===== config.mk =====
export PLATFORM = sky130hd
export DESIGN_NAME = instr_fetch
export DESIGN_NICKNAME = d
export VERILOG_FILES = /design/src/rtl/cpu_pkg.sv /design/src/rtl/program_counter.sv /design/src/rtl/instr_fetch.sv
export SDC_FILE = /design/constraint.sdc
export NUM_CORES = 1
export LEC_CHECK = 0
export CORE_MARGIN = 5
export CORE_UTILIZATION = 35
export CTS_BUF_LIST = sky130_fd_sc_hd__clkbuf_16
export DETAILED_ROUTE_END_ITERATION = 7
export PLACE_DENSITY = 0.67
export RECOVER_POWER = 50
export SLEW_MARGIN = 10
export SYNTH_ARGS = -nofsm -noshare
export SYNTH_HDL_FRONTEND = slang
export SYNTH_SLANG_ARGS = --single-unit

===== constraint.sdc =====
create_clock -name clk -period 1.6 [get_ports clk]
set_input_delay 0.32 -clock clk [delete_from_list [all_inputs] [get_ports clk]]
set_output_delay 0.32 -clock clk [all_outputs]
set_load 0.01 [all_outputs]

===== src/rtl/cpu_pkg.sv =====
// Shared CPU definitions: datapath widths, opcode encodings, the JMP target
// field position and the fetch-stage IR occupancy states.
// Imported by instr_fetch and program_counter.
// Optional feature macro used by the fetch stage: JMP_FOLD_EN.
package cpu_pkg;

    localparam int CPU_ADDR_W = 4;
    localparam int CPU_INST_W = 16;

    localparam logic [3:0] OP_NOP  = 4'b0000;
    localparam logic [3:0] OP_LOAD = 4'b0001;
    localparam logic [3:0] OP_ADD  = 4'b0010;
    localparam logic [3:0] OP_JMP  = 4'b1000;
    localparam logic [3:0] OP_BR   = 4'b1100;
    localparam logic [3:0] OP_MOV  = 4'b1110;
    localparam logic [3:0] OP_OUT  = 4'b1111;

    // JMP target occupies inst[JMP_TGT_LSB +: ADDR_W]
    localparam int JMP_TGT_LSB = 8;

    typedef enum logic {
        IR_EMPTY = 1'b0,
        IR_FULL  = 1'b1
    } ir_state_e;

endpackage


===== src/rtl/program_counter.sv =====
// Program counter: load / increment / hold with modulo 2^ADDR_W wrap.
// Ports:
//   clk, rst   clock, synchronous active-high reset (pc <= RESET_PC)
//   load_en    load pc from load_addr (wins over inc_en)
//   load_addr  load value
//   inc_en     pc <= pc + 1, wrapping silently
//   pc         current program counter
module program_counter
    import cpu_pkg::*;
#(
    parameter int ADDR_W   = CPU_ADDR_W,
    parameter int RESET_PC = 0
) (
    input  logic              clk,
    input  logic              rst,
    input  logic              load_en,
    input  logic [ADDR_W-1:0] load_addr,
    input  logic              inc_en,
    output logic [ADDR_W-1:0] pc
);

    always_ff @(posedge clk) begin
        if (rst) begin
            pc <= ADDR_W'(RESET_PC);
        end else if (load_en) begin
            pc <= load_addr;
        end else if (inc_en) begin
            pc <= pc + ADDR_W'(1);
        end
    end

endmodule


===== src/rtl/instr_fetch.sv =====
// Fetch stage: drives the program ROM address from the PC, registers the
// returned instruction into ir and offers it to decode over valid/ready.
// Handles execute-stage redirects and, with JMP_FOLD_EN defined, folds JMPs
// at fetch so they never reach decode.
//
// State table (ir_valid == state):
//   state    | meaning
//   IR_EMPTY | no instruction held; next ROM word is loaded unconditionally
//   IR_FULL  | ir holds an instruction offered to decode; holds until accepted
//
// Ports:
//   clk, rst        clock, synchronous active-high reset
//   rom_addr        ROM address (= pc, combinational)
//   rom_inst        ROM data for rom_addr, same cycle
//   ir_valid        ir holds an instruction for decode
//   ir_ready        decode accepts ir this cycle
//   ir, ir_pc       instruction register and the address it came from
//   redirect_valid  execute-stage taken branch/jump (flushes ir)
//   redirect_addr   redirect target
//   fetch_count     accepted handshakes, wraps at 16 bits
module instr_fetch
    import cpu_pkg::*;
#(
    parameter int ADDR_W   = CPU_ADDR_W,
    parameter int INST_W   = CPU_INST_W,
    parameter int RESET_PC = 0
) (
    input  logic              clk,
    input  logic              rst,
    output logic [ADDR_W-1:0] rom_addr,
    input  logic [INST_W-1:0] rom_inst,
    output logic              ir_valid,
    input  logic              ir_ready,
    output logic [INST_W-1:0] ir,
    output logic [ADDR_W-1:0] ir_pc,
    input  logic              redirect_valid,
    input  logic [ADDR_W-1:0] redirect_addr,
    output logic [15:0]       fetch_count
);

    ir_state_e         state;
    logic [ADDR_W-1:0] pc;
    logic              load;
    logic              handshake;
    logic              fold;
    logic [ADDR_W-1:0] jmp_target;

    assign ir_valid  = (state == IR_FULL);
    assign load      = !ir_valid || ir_ready;
    assign handshake = ir_valid && ir_ready;
    assign rom_addr  = pc;

`ifdef JMP_FOLD_EN
    assign fold       = load && (rom_inst[INST_W-1 -: 4] == OP_JMP);
    assign jmp_target = rom_inst[JMP_TGT_LSB +: ADDR_W];
`else
    assign fold       = 1'b0;
    assign jmp_target = '0;
`endif

    program_counter #(
        .ADDR_W   (ADDR_W),
        .RESET_PC (RESET_PC)
    ) u_pc (
        .clk       (clk),
        .rst       (rst),
        .load_en   (redirect_valid || fold),
        .load_addr (redirect_valid ? redirect_addr : jmp_target),
        .inc_en    (load && !fold),
        .pc        (pc)
    );

    always_ff @(posedge clk) begin
        if (rst) begin
            state       <= IR_EMPTY;
            ir          <= '0;
            ir_pc       <= '0;
            fetch_count <= '0;
        end else begin
            // A handshake in a redirect cycle still counts; only ir is flushed.
            if (handshake) begin
                fetch_count <= fetch_count + 16'd1;
            end
            if (redirect_valid) begin
                state <= IR_EMPTY;
            end else if (load) begin
                if (fold) begin
                    // Folded JMP: ir/ir_pc keep the already-consumed instruction.
                    state <= IR_EMPTY;
                end else begin
                    state <= IR_FULL;
                    ir    <= rom_inst;
                    ir_pc <= pc;
                end
            end
        end
    end

endmodule

After elaboration in Yosys (flattened, before gate mapping)
Cells that the tools add are included.

cells by class
  add/sub/neg operators = 2
  multiply operators = 0
  div/mod/pow operators = 0
  $lt $le $gt $ge = 0
  equal/unequal tests = 0
  shift operators = 0
  muxes and demuxes = 2
  bitwise operators = 1
  reductions and logical operators = 6

operators by type and width
  kind                                                              number
  16-bit by 1-bit adder with 16-bit output (second input constant)  1
  4-bit two-way mux                                                 2
  4-bit by 1-bit adder with 4-bit output (second input constant)    1
  2-bit AND reduction                                               1
  2-bit nonzero test                                                1
  2-bit OR reduction                                                1
  1-bit logical AND                                                 1
  1-bit logical NOT                                                 1
  1-bit logical OR                                                  1
  1-bit NOT                                                         1

storage, ports and cells
  flip-flop bits (word level) = 41
  bits in latches = 0
  RAM bits = 0
  memory bits (read-only) = 0
  input bits = 24
  output and inout bits = 41
  memories kept = 0

Longest topological paths before layout
Gate-level depths: netlist of run 1.

  word-level depth = 4
  mapped depth = 5
  gate-level depth less buffers = 5

By module
From an unflattened synthesis of run 1, not the netlist that was laid out.

unflattened totals
  cells, all modules = 202
  area total of the unflattened synthesis = 1,700.4 µm²

modules (own cells, without submodules)
  module           times used  cells each  area each (µm²)
  instr_fetch      1           180         1,495.2
  program_counter  1           22          205.2

Least setup slack after synthesis of run 1
Ideal clock, no wire load.

  kind = register -> register
  start point = register fetch_count[0]
  end point = register fetch_count[12]
  data arrival time = 1,380 ps
  setup slack = 99 ps
  cell stages (with the launch flop) = 6
  buffers on the path = 0
  path through = dfxtp_1 -> ha_1 -> nand3_1 -> nor2_1 -> nand4_1 -> mux2_2

on the way
  cells in the longest elaborated chain, start to end = 1

RTL lines
  item                                      RTL line           source
  start: declaration                        instr_fetch.sv:38  output logic [15:0] fetch_count
  start signal: assignment                  instr_fetch.sv:82  fetch_count <= fetch_count + 16'd1;
  16-bit by 1-bit adder with 16-bit output  instr_fetch.sv:82

No other way between the ends.
A chain may end at the register's enable or synchronous reset.

Final worst setup path of run 1
  start point = register fetch_count[2]
  end point = output port fetch_count[2]

No word-level cell between the ends.

==> results of run 1 <==
[kinds of logic after synthesis]
family          count (synthesis)
xor+xnor                       14
fa+ha+maj                       2
compound gates                 30
mux                             2
buf+inv                        16
flops                          41
simple gates                   97
[flip-flops by register name, indices dropped and copies added (netlist names)]
register	cells
fetch_count	16
ir	16
ir_pc	4
ir_valid	1
u_pc.pc	4
[layout by cell type (no fill, tap or decap), drive strengths merged, types with 2 or more instances in the layout]
cell type and count:
nor2b 2, nand3 4, a21o 2, a211oi 2
nor3 6, nand4 10, xor2 4, dfxtp 41
ha 2, buf 15, clkdlybuf4s50 60, nand2 49
dlygate4sd2 3, clkbuf 5, a21oi 24, nor2 20
inv 6, xnor2 10
[metal layers]
layer / up-vias / track usage / share of wire
met4: 0 / 0.0472 / 0.0089
met5: - / 0 / 0
met2: 43 / 0.218 / 0.48
met3: 2 / 0.0601 / 0.084
met1: 689 / 0.160 / 0.43
li1: 821 / - / -
[Yosys cell counts]
cell type   n  area (um^2)
xor2_1      4         35.0
inv_1       6         22.5
nor3_1      6         30.0
nand4_1     9         56.3
or2_0       1         6.26
nor2_1     20         75.1
o21ai_0     1         5.00
and2_1      1         6.26
clkbuf_1   10         37.5
nand3_1     4         20.0
a311oi_1    1         8.76
a21o_1      2         15.0
or3_1       1         6.26
a211oi_1    2         15.0
a21oi_1    24          120
nor2b_1     2         12.5
ha_1        2         25.0
dfxtp_1    41          821
xnor2_1    10         87.6
nand2b_1    1         6.26
nand2_1    49          184
nor4_1      1         6.26
nand4_4     1         21.3
and4_1      1         8.76
mux2i_1     1         10.0
mux2_2      1         11.3
[final cells by class]
class                           instances  area (um^2)  share of cell area
Sequential cell                        41          832               0.319
Multi-Input combinational cell        145          772               0.296
Timing Repair Buffer                   79          749               0.287
Clock buffer                            5          125              0.0479
Tap cell                               54         67.6              0.0259
Clock inverter                          3         41.3              0.0158
Inverter                                6         22.5             0.00863
[power by group]
group          internal, W  leakage (nW)  switching (W)
combinational     0.000159         0.560       0.000118
sequential         0.00106         0.339      0.0000259
clock             0.000729        0.0775       0.000378
total              0.00195         0.976       0.000521
[worst min-delay path by stage]
stage                    from  endpoint  slack (ns)  cells after the start
2_1_floorplan  redirect_valid  ir_valid        0.39                      1
3_3_place_gp            ir[8]     ir[8]        0.44                      2
3_5_place_dp            ir[9]     ir[9]        0.45                      2
4_1_cts                 ir[8]     ir[8]        0.45                      2
5_1_grt                 ir[4]     ir[4]        0.47                      2
6_report             ir_pc[0]  ir_pc[0]        0.45                      2
[stage by stage]
stage               cell area (um^2)  hold WS [ns]  worst slack, ns  setup TNS [ns]  std cells
floorplan                       1650         0.392           0.0993               0        202
global route                    2610         0.472          0.00305               0        333
finish                          2610         0.450           0.0463               0        333
CTS                             2620         0.454          0.00934               0        333
global placement                2450         0.441           -0.197           -2.04        325
detailed placement              2450         0.446           -0.246           -2.45        325
==> reports/summary.json, run 1 <==
{
  "status": {"value": "finished clean"},
  "timing.final.hold_violations": {"value": 0},
  "initial_core_util": {"value": 0.355},
  "critical_path.reg2reg.endpoint": {"value": "fetch_count[13]"},
  "coreArea": {"value": 4660, "unit": "um^2"},
  "power.leakage": {"value": 0.976, "unit": "nW"},
  "final.period_utilization": {"value": 0.971},
  "fmaxAchievable": {"value": 644, "unit": "MHz"},
  "post_synth_mux_area_share": {"value": 0.0129},
  "pin_count_of_the_biggest_net_entering_global_routing": {"value": 40},
  "power_per_cell_area": {"value": 947, "unit": "nW/um^2"},
  "globalRouteTotalUtil": {"value": 0.136},
  "worst-endpoint-required": {"value": 1.28, "unit": "ns"},
  "timing.critical_path.from": {"value": "fetch_count[2]"},
  "category_of_cells_accounting_for_the_largest_share_of_critical_path_delay": {"value": "buffers and inverters"},
  "synth_simple_gate_area_frac": {"value": 0.266},
  "drt_wl_total": {"value": 4070, "unit": "um"},
  "max-vdd-ir-drop": {"value": 568, "unit": "uV"},
  "finalSetupViolations": {"value": 0},
  "path_class": {"value": "reg -> out"},
  "ios": {"value": 65},
  "startpoint_kind_of_the_worst_setup_timing_path": {"value": "flop"},
  "drt-pass1-iter-count": {"value": 4},
  "avgViaCountPerCell": {"value": 4.67},
  "worst_slew_pin_slew": {"value": 0.729, "unit": "ns"},
  "drc_marker_count_from_the_first_detailed_route_iteration": {"value": 63},
  "mappedNetlistNets": {"value": 228},
  "post_cts_hold_buffer_count": {"value": 0},
  "synth_sequential_area_ratio": {"value": 0.497},
  "hp-class": {"value": "reg -> reg"},
  "antenna-diode-count": {"value": 0},
  "final_antenna_net_count": {"value": 0},
  "layout_min_cycle_time": {"value": 1.55, "unit": "ns"},
  "fp-row-count": {"value": 25},
  "yosys_warnings": {"value": 0},
  "cts-root-buf": {"value": "clkbuf_16"},
  "crit_arrival": {"value": 1.23, "unit": "ns"},
  "fin_nets": {"value": 304},
  "synth.lib_cells_used.distinct": {"value": 26},
  "worstPathCellList": {"value": "clkdlybuf4s50_1"},
  "yosys.area_share.adder": {"value": 0.0151},
  "avgRoutedWirePerCell": {"value": 12.2, "unit": "um"},
  "die_h": {"value": 78.7, "unit": "um"},
  "ff2ff_setup_slack": {"value": 0.16, "unit": "ns"},
  "worst_r2r_path_depth": {"value": 4},
  "synth-seq-cells": {"value": 41},
  "synth_top_family_by_area": {"value": "simple AND/OR/NAND/NOR gates"},
  "dp_hpwl": {"value": 3020, "unit": "um"},
  "setup_repair_after_global_routing_missed_its_margin": {"value": "false"},
  "fp.dieArea": {"value": 6200, "unit": "um^2"},
  "clock-skew-final": {"value": 0.00419, "unit": "ns"},
  "reg2reg_from": {"value": "fetch_count[5]"},
  "io_buffer_count": {"value": 64},
  "drc": {"value": 0},
  "synthesis.instances": {"value": 202},
  "final_util": {"value": 0.560},
  "layout-drive-gt1-share": {"value": 0.118},
  "endpoint_kind": {"value": "output port"},
  "worst-path-buf-inv": {"value": 1},
  "crit_path_max_fanout": {"value": 6},
  "gp_congestion": {"value": 0.763},
  "worst_slew_margin_rel": {"value": 0.514},
  "synth_compound_area_frac": {"value": 0.0992},
  "num_cts_buffers": {"value": 5},
  "max-clock-path-buffers": {"value": 2},
  "grt_antenna_before_repair": {"value": 0},
  "layout-area-overhead-vs-synth": {"value": 57.9, "unit": "%"},
  "post-cts-setup-buffers": {"value": 0},
  "pins_over_slew_limit": {"value": 0},
  "final_total_power": {"value": 0.00247, "unit": "W"},
  "cap_viol_max_count": {"value": 0},
  "grt_pass1_wl": {"value": 6720, "unit": "um"},
  "die_span_in_x": {"value": 78.7, "unit": "um"},
  "yosys.area_share.xor_xnor": {"value": 0.0742},
  "slowest_cp_cell": {"value": "clkdlybuf4s50_1"},
  "syn_area": {"value": 1650, "unit": "um^2"},
  "tritoncts": {"value": "yes"},
  "vias": {"value": 1555},
  "cts.clk_slew.worst_paths": {"value": 0.06, "unit": "ns"},
  "post_synth.cell_area_avg": {"value": 8.18, "unit": "um^2"},
  "clock-sinks": {"value": 41},
  "grt-ovfl-total": {"value": 0},
  "clk_latency": {"value": 0.27, "unit": "ns"},
  "clock_tree.htree_level_count": {"value": 2},
  "crit_path_max_incr_delay": {"value": 0.56, "unit": "ns"},
  "grt_pass1_vias": {"value": 1441},
  "endpoint": {"value": "fetch_count[2]"},
  "final.fill_count": {"value": 455},
  "path_depth": {"value": 1},
  "cts-resized-gates": {"value": 11}
}
Power figures use the tool's default switching activity.
==> run 2: changes to the inputs <==
Settings changed: ABC_AREA set to 1, PLACE_DENSITY 0.67 to 0.65.
==> run 2 against run 1 <==
- wire length grew 7.9%
- flip-flop and latch count did not move
- register-to-register slack improved by 0.10 ns
- count of clock-buffer cells in the layout is the same
- critical path depth unchanged
- synthesized area grew 6.8%
==> reports/summary.json, run 2 <==
{
  "synth_top_flop_cell": {"value": "dfxtp_1"},
  "gp_congestion": {"value": 0.774, "change": "+1.4%"},
  "power_switching_share": {"value": 0.218, "change": "+0.00675"},
  "layout_min_cycle_time": {"value": 1.54, "unit": "ns", "change": "-0.0159 ns"},
  "finalSetupViolations": {"value": 0, "change": "unchanged"},
  "yosys.cell_count.top_type": {"value": "nor2_1"},
  "path_class": {"value": "reg -> out"},
  "crit_arrival": {"value": 1.22, "unit": "ns", "change": "about the same"},
  "intPower": {"value": 0.00198, "unit": "W", "change": "+1.7%"},
  "crit_path_max_fanout": {"value": 3, "change": "-3"},
  "ff2ff_setup_slack": {"value": 0.26, "unit": "ns", "change": "+0.10 ns"},
  "synth-edff-count": {"value": 0, "change": "unchanged"},
  "die_h": {"value": 81.0, "unit": "um", "change": "+2.9%"},
  "drt_wl_total": {"value": 4390, "unit": "um", "change": "+7.9%"},
  "cts.clk_slew.worst_paths": {"value": 0.06, "unit": "ns", "change": "about the same"},
  "worst-path-buf-inv": {"value": 1, "change": "unchanged"},
  "dpl-instance-area": {"value": 2550, "unit": "um^2", "change": "+4.1%"},
  "startpoint_kind_of_the_worst_setup_timing_path": {"value": "flop"},
  "power_frac_clock": {"value": 0.436, "change": "-0.012"},
  "cap_viol_max_count": {"value": 0, "change": "unchanged"},
  "worst-endpoint-required": {"value": 1.28, "unit": "ns", "change": "about the same"},
  "final_antenna_net_count": {"value": 0, "change": "unchanged"},
  "globalRouteTotalUtil": {"value": 0.144, "change": "+0.00840"},
  "dp_hpwl": {"value": 3220, "unit": "um", "change": "+6.5%"},
  "drc_marker_count_from_the_first_detailed_route_iteration": {"value": 77, "change": "+22%"},
  "seq_cell_area": {"value": 827, "unit": "um^2", "change": "-0.60%"},
  "tritoncts": {"value": "yes"},
  "post_synth.cell_area_avg": {"value": 7.36, "unit": "um^2", "change": "-10%"},
  "worst_slew_pin_slew": {"value": 0.319, "unit": "ns", "change": "-0.411 ns"},
  "synth.top_cells.by_area": {"value": "dfxtp_1, nor2_1, o21ai_0"},
  "grt_pass1_vias": {"value": 1721, "change": "+19%"},
  "grt_pass1_wl": {"value": 7450, "unit": "um", "change": "+11%"},
  "reg2reg_from": {"value": "fetch_count[1]"},
  "drc": {"value": 0, "change": "unchanged"},
  "synthesis.instances": {"value": 240, "change": "+19%"},
  "pin_count_of_the_biggest_net_entering_global_routing": {"value": 35, "change": "-13%"},
  "reg.largest.list": {"value": "fetch_count: 16 flops, ir: 16 flops"},
  "clock_tree.htree_level_count": {"value": 2, "change": "unchanged"},
  "yosys_warnings": {"value": 0, "change": "unchanged"},
  "category_of_cells_accounting_for_the_largest_share_of_critical_path_delay": {"value": "buffers and inverters"},
  "coreArea": {"value": 4820, "unit": "um^2", "change": "+3.4%"},
  "fin_cells": {"value": 380, "change": "+14%"},
  "clk_latency": {"value": 0.28, "unit": "ns", "change": "about the same"},
  "async_flop_share": {"value": 0, "change": "unchanged"},
  "fmaxAchievable": {"value": 650, "unit": "MHz", "change": "+1.0%"},
  "worst_slew_margin_rel": {"value": 0.788, "change": "+0.274"},
  "power.leakage": {"value": 1.10, "unit": "nW", "change": "+13%"},
  "synth.lib_cells_used.distinct": {"value": 26, "change": "unchanged"},
  "tns": {"value": 0, "unit": "ns", "change": "unchanged"},
  "synth-seq-cells": {"value": 41, "change": "unchanged"},
  "ios": {"value": 65, "change": "unchanged"},
  "max-clock-path-buffers": {"value": 2, "change": "unchanged"},
  "initial_core_util": {"value": 0.366, "change": "+0.0119"},
  "worst_hold_path.num_cells": {"value": 2, "change": "unchanged"},
  "fp-row-count": {"value": 25, "change": "unchanged"},
  "worst_r2r_path_depth": {"value": 8, "change": "+4"},
  "clock-skew-final": {"value": 0.00430, "unit": "ns", "change": "+0.000109 ns"},
  "synth_sequential_area_ratio": {"value": 0.465, "change": "-0.0317"},
  "hp-class": {"value": "reg -> reg"},
  "critical_hold_path_startpoint": {"value": "ir[2]"},
  "layout-area-overhead-vs-synth": {"value": 53.2, "unit": "%"},
  "setup_repair_after_global_routing_missed_its_margin": {"value": "false"},
  "synthTopCellsByCount": {"value": "nor2_1, dfxtp_1, nand2_1"},
  "final.fill_count": {"value": 500, "change": "+9.9%"},
  "mostFrequentLayoutCells": {"value": "nor2_1, clkdlybuf4s50_1, dfxtp_1"},
  "endpoint_kind": {"value": "output port"},
  "mappedNetlistNets": {"value": 266, "change": "+17%"},
  "finalHoldWorstSlack": {"value": 0.481, "unit": "ns", "change": "+0.0309 ns"},
  "antenna-diode-count": {"value": 0, "change": "unchanged"},
  "die_span_in_x": {"value": 81.0, "unit": "um", "change": "+2.9%"},
  "timing.hold.worst_endpoint": {"value": "ir[2]"},
  "post_cts_hold_buffer_count": {"value": 0, "change": "unchanged"},
  "layout-drive-gt1-share": {"value": 0.0990, "change": "-0.0192"},
  "clock-sinks": {"value": 41, "change": "unchanged"},
  "post-cts-setup-buffers": {"value": 0, "change": "unchanged"},
  "syn_area": {"value": 1770, "unit": "um^2", "change": "+6.8%"},
  "synthDominantCellAreaShare": {"value": 0.465, "change": "-0.0317"},
  "grt_antenna_before_repair": {"value": 0, "change": "unchanged"},
  "fp.dieArea": {"value": 6560, "unit": "um^2", "change": "+5.9%"},
  "avgRoutedWirePerCell": {"value": 11.5, "unit": "um", "change": "-5.4%"},
  "drt-pass1-iter-count": {"value": 4, "change": "unchanged"},
  "slowest_cp_cell": {"value": "clkdlybuf4s50_1"},
  "max-vdd-ir-drop": {"value": 641, "unit": "uV", "change": "+13%"},
  "path_depth": {"value": 1, "change": "unchanged"},
  "yosysTopAreaCell": {"value": "dfxtp_1"},
  "cts-root-buf": {"value": "clkbuf_16"},
  "post-route-cell-area": {"value": 2700, "unit": "um^2", "change": "+3.6%"},
  "final.period_utilization": {"value": 0.961, "change": "-0.00996"},
  "multiInputGateArea": {"value": 797, "unit": "um^2", "change": "+3.2%"},
  "vias": {"value": 1749, "change": "+12%"},
  "critical_path.reg2reg.endpoint": {"value": "fetch_count[8]"},
  "status": {"value": "finished clean"},
  "share_seq_of_total_power": {"value": 0.434, "change": "-0.006"},
  "fin_nets": {"value": 338, "change": "+11%"},
  "avgViaCountPerCell": {"value": 4.60, "change": "-1.4%"},
  "timing.final.hold_violations": {"value": 0, "change": "unchanged"},
  "placedCellCount": {"value": 372, "change": "+14%"},
  "netSwitchingPower": {"value": 0.000551, "unit": "W", "change": "+5.8%"},
  "grt-ovfl-total": {"value": 0, "change": "unchanged"},
  "io_buffer_count": {"value": 64, "change": "unchanged"},
  "crit_path_max_incr_delay": {"value": 0.56, "unit": "ns", "change": "about the same"},
  "pins_over_slew_limit": {"value": 0, "change": "unchanged"},
  "worstPathCellList": {"value": "clkdlybuf4s50_1"},
  "combinationalPowerShare": {"value": 0.130, "change": "+0.018"},
  "power_per_cell_area": {"value": 937, "unit": "nW/um^2", "change": "-1.0%"},
  "num_cts_buffers": {"value": 5, "change": "unchanged"}
}
## run 2: changes by cell type after synthesis, sizes merged, moves of 4 or more
cell and change:
nor2 +45, o21ai +29, inv +20, nand2 -17
xnor2 -10, clkbuf -9, nand4 -8, a21oi -7
buf +7, nand3 +4, xor2 -4
## run 2: cell type report
type,instances,share of cell area
clock inverters,3,0.0139
clock buffers,5,0.0463
flip-flops and latches,41,0.306
inverters,26,0.0361
repair buffers,73,0.272
well taps,67,0.0310
multi-input cells,165,0.295
## run 2: power groups by stage
stage	clock, W	sequential [W]	combinational, W
floorplan	0	0.00114	0.000112
global placement	0	0.00112	0.000332
finish	0.00110	0.00110	0.000329
detailed placement	0	0.00112	0.000336
CTS	0.00113	0.00110	0.000339
global route	0.00118	0.00111	0.000365
## run 2: metrics by stage
stage / utilization / worst slack [ns] / total power [W]
6_report: 0.561 / 0.0622 / 0.00253
5_1_grt: 0.561 / 0.00450 / 0.00265
4_1_cts: 0.563 / 0.00236 / 0.00256
3_5_place_dp: 0.529 / -0.0580 / 0.00146
3_3_place_gp: 0.529 / -0.0348 / 0.00145
2_1_floorplan: - / 0.308 / 0.00126
## run 2: worst max path at each step
| stage | slack [ns] | to | from |
|---|---|---|---|
| 2_1_floorplan | 0.31 | fetch_count[8] | fetch_count[1] |
| 3_3_place_gp | -0.03 | fetch_count[13] | ir_ready |
| 3_5_place_dp | -0.06 | fetch_count[13] | ir_ready |
| 4_1_cts | 0.002 | fetch_count[6] | fetch_count[6] |
| 5_1_grt | 0.004 | fetch_count[13] | fetch_count[13] |
| 6_report | 0.06 | ir_valid | ir_valid |
## run 2: logic make-up after synthesis
family	synth area share
flip-flops	0.465
buffers and inverters	0.0808
AND/OR/NAND/NOR	0.299
adder cells (fa/ha/maj)	0.0142
AO/OA/AOI/OAI	0.141
## run 2: repair_timing
item,CTS,global route
resized for setup,0,9
endpoints found under the hold margin,0,0
endpoints found under the setup margin,0,9
## run 2: metal layers
layer | part of all wire | up-vias | wire length, um | GRT usage
li1 | - | 913 | - | -
met1 | 0.46 | 774 | 2030 | 0.173
met2 | 0.45 | 53 | 1980 | 0.238
met3 | 0.070 | 9 | 306 | 0.0488
met4 | 0.016 | 0 | 69 | 0.0541
met5 | 0 | - | 0 | 0
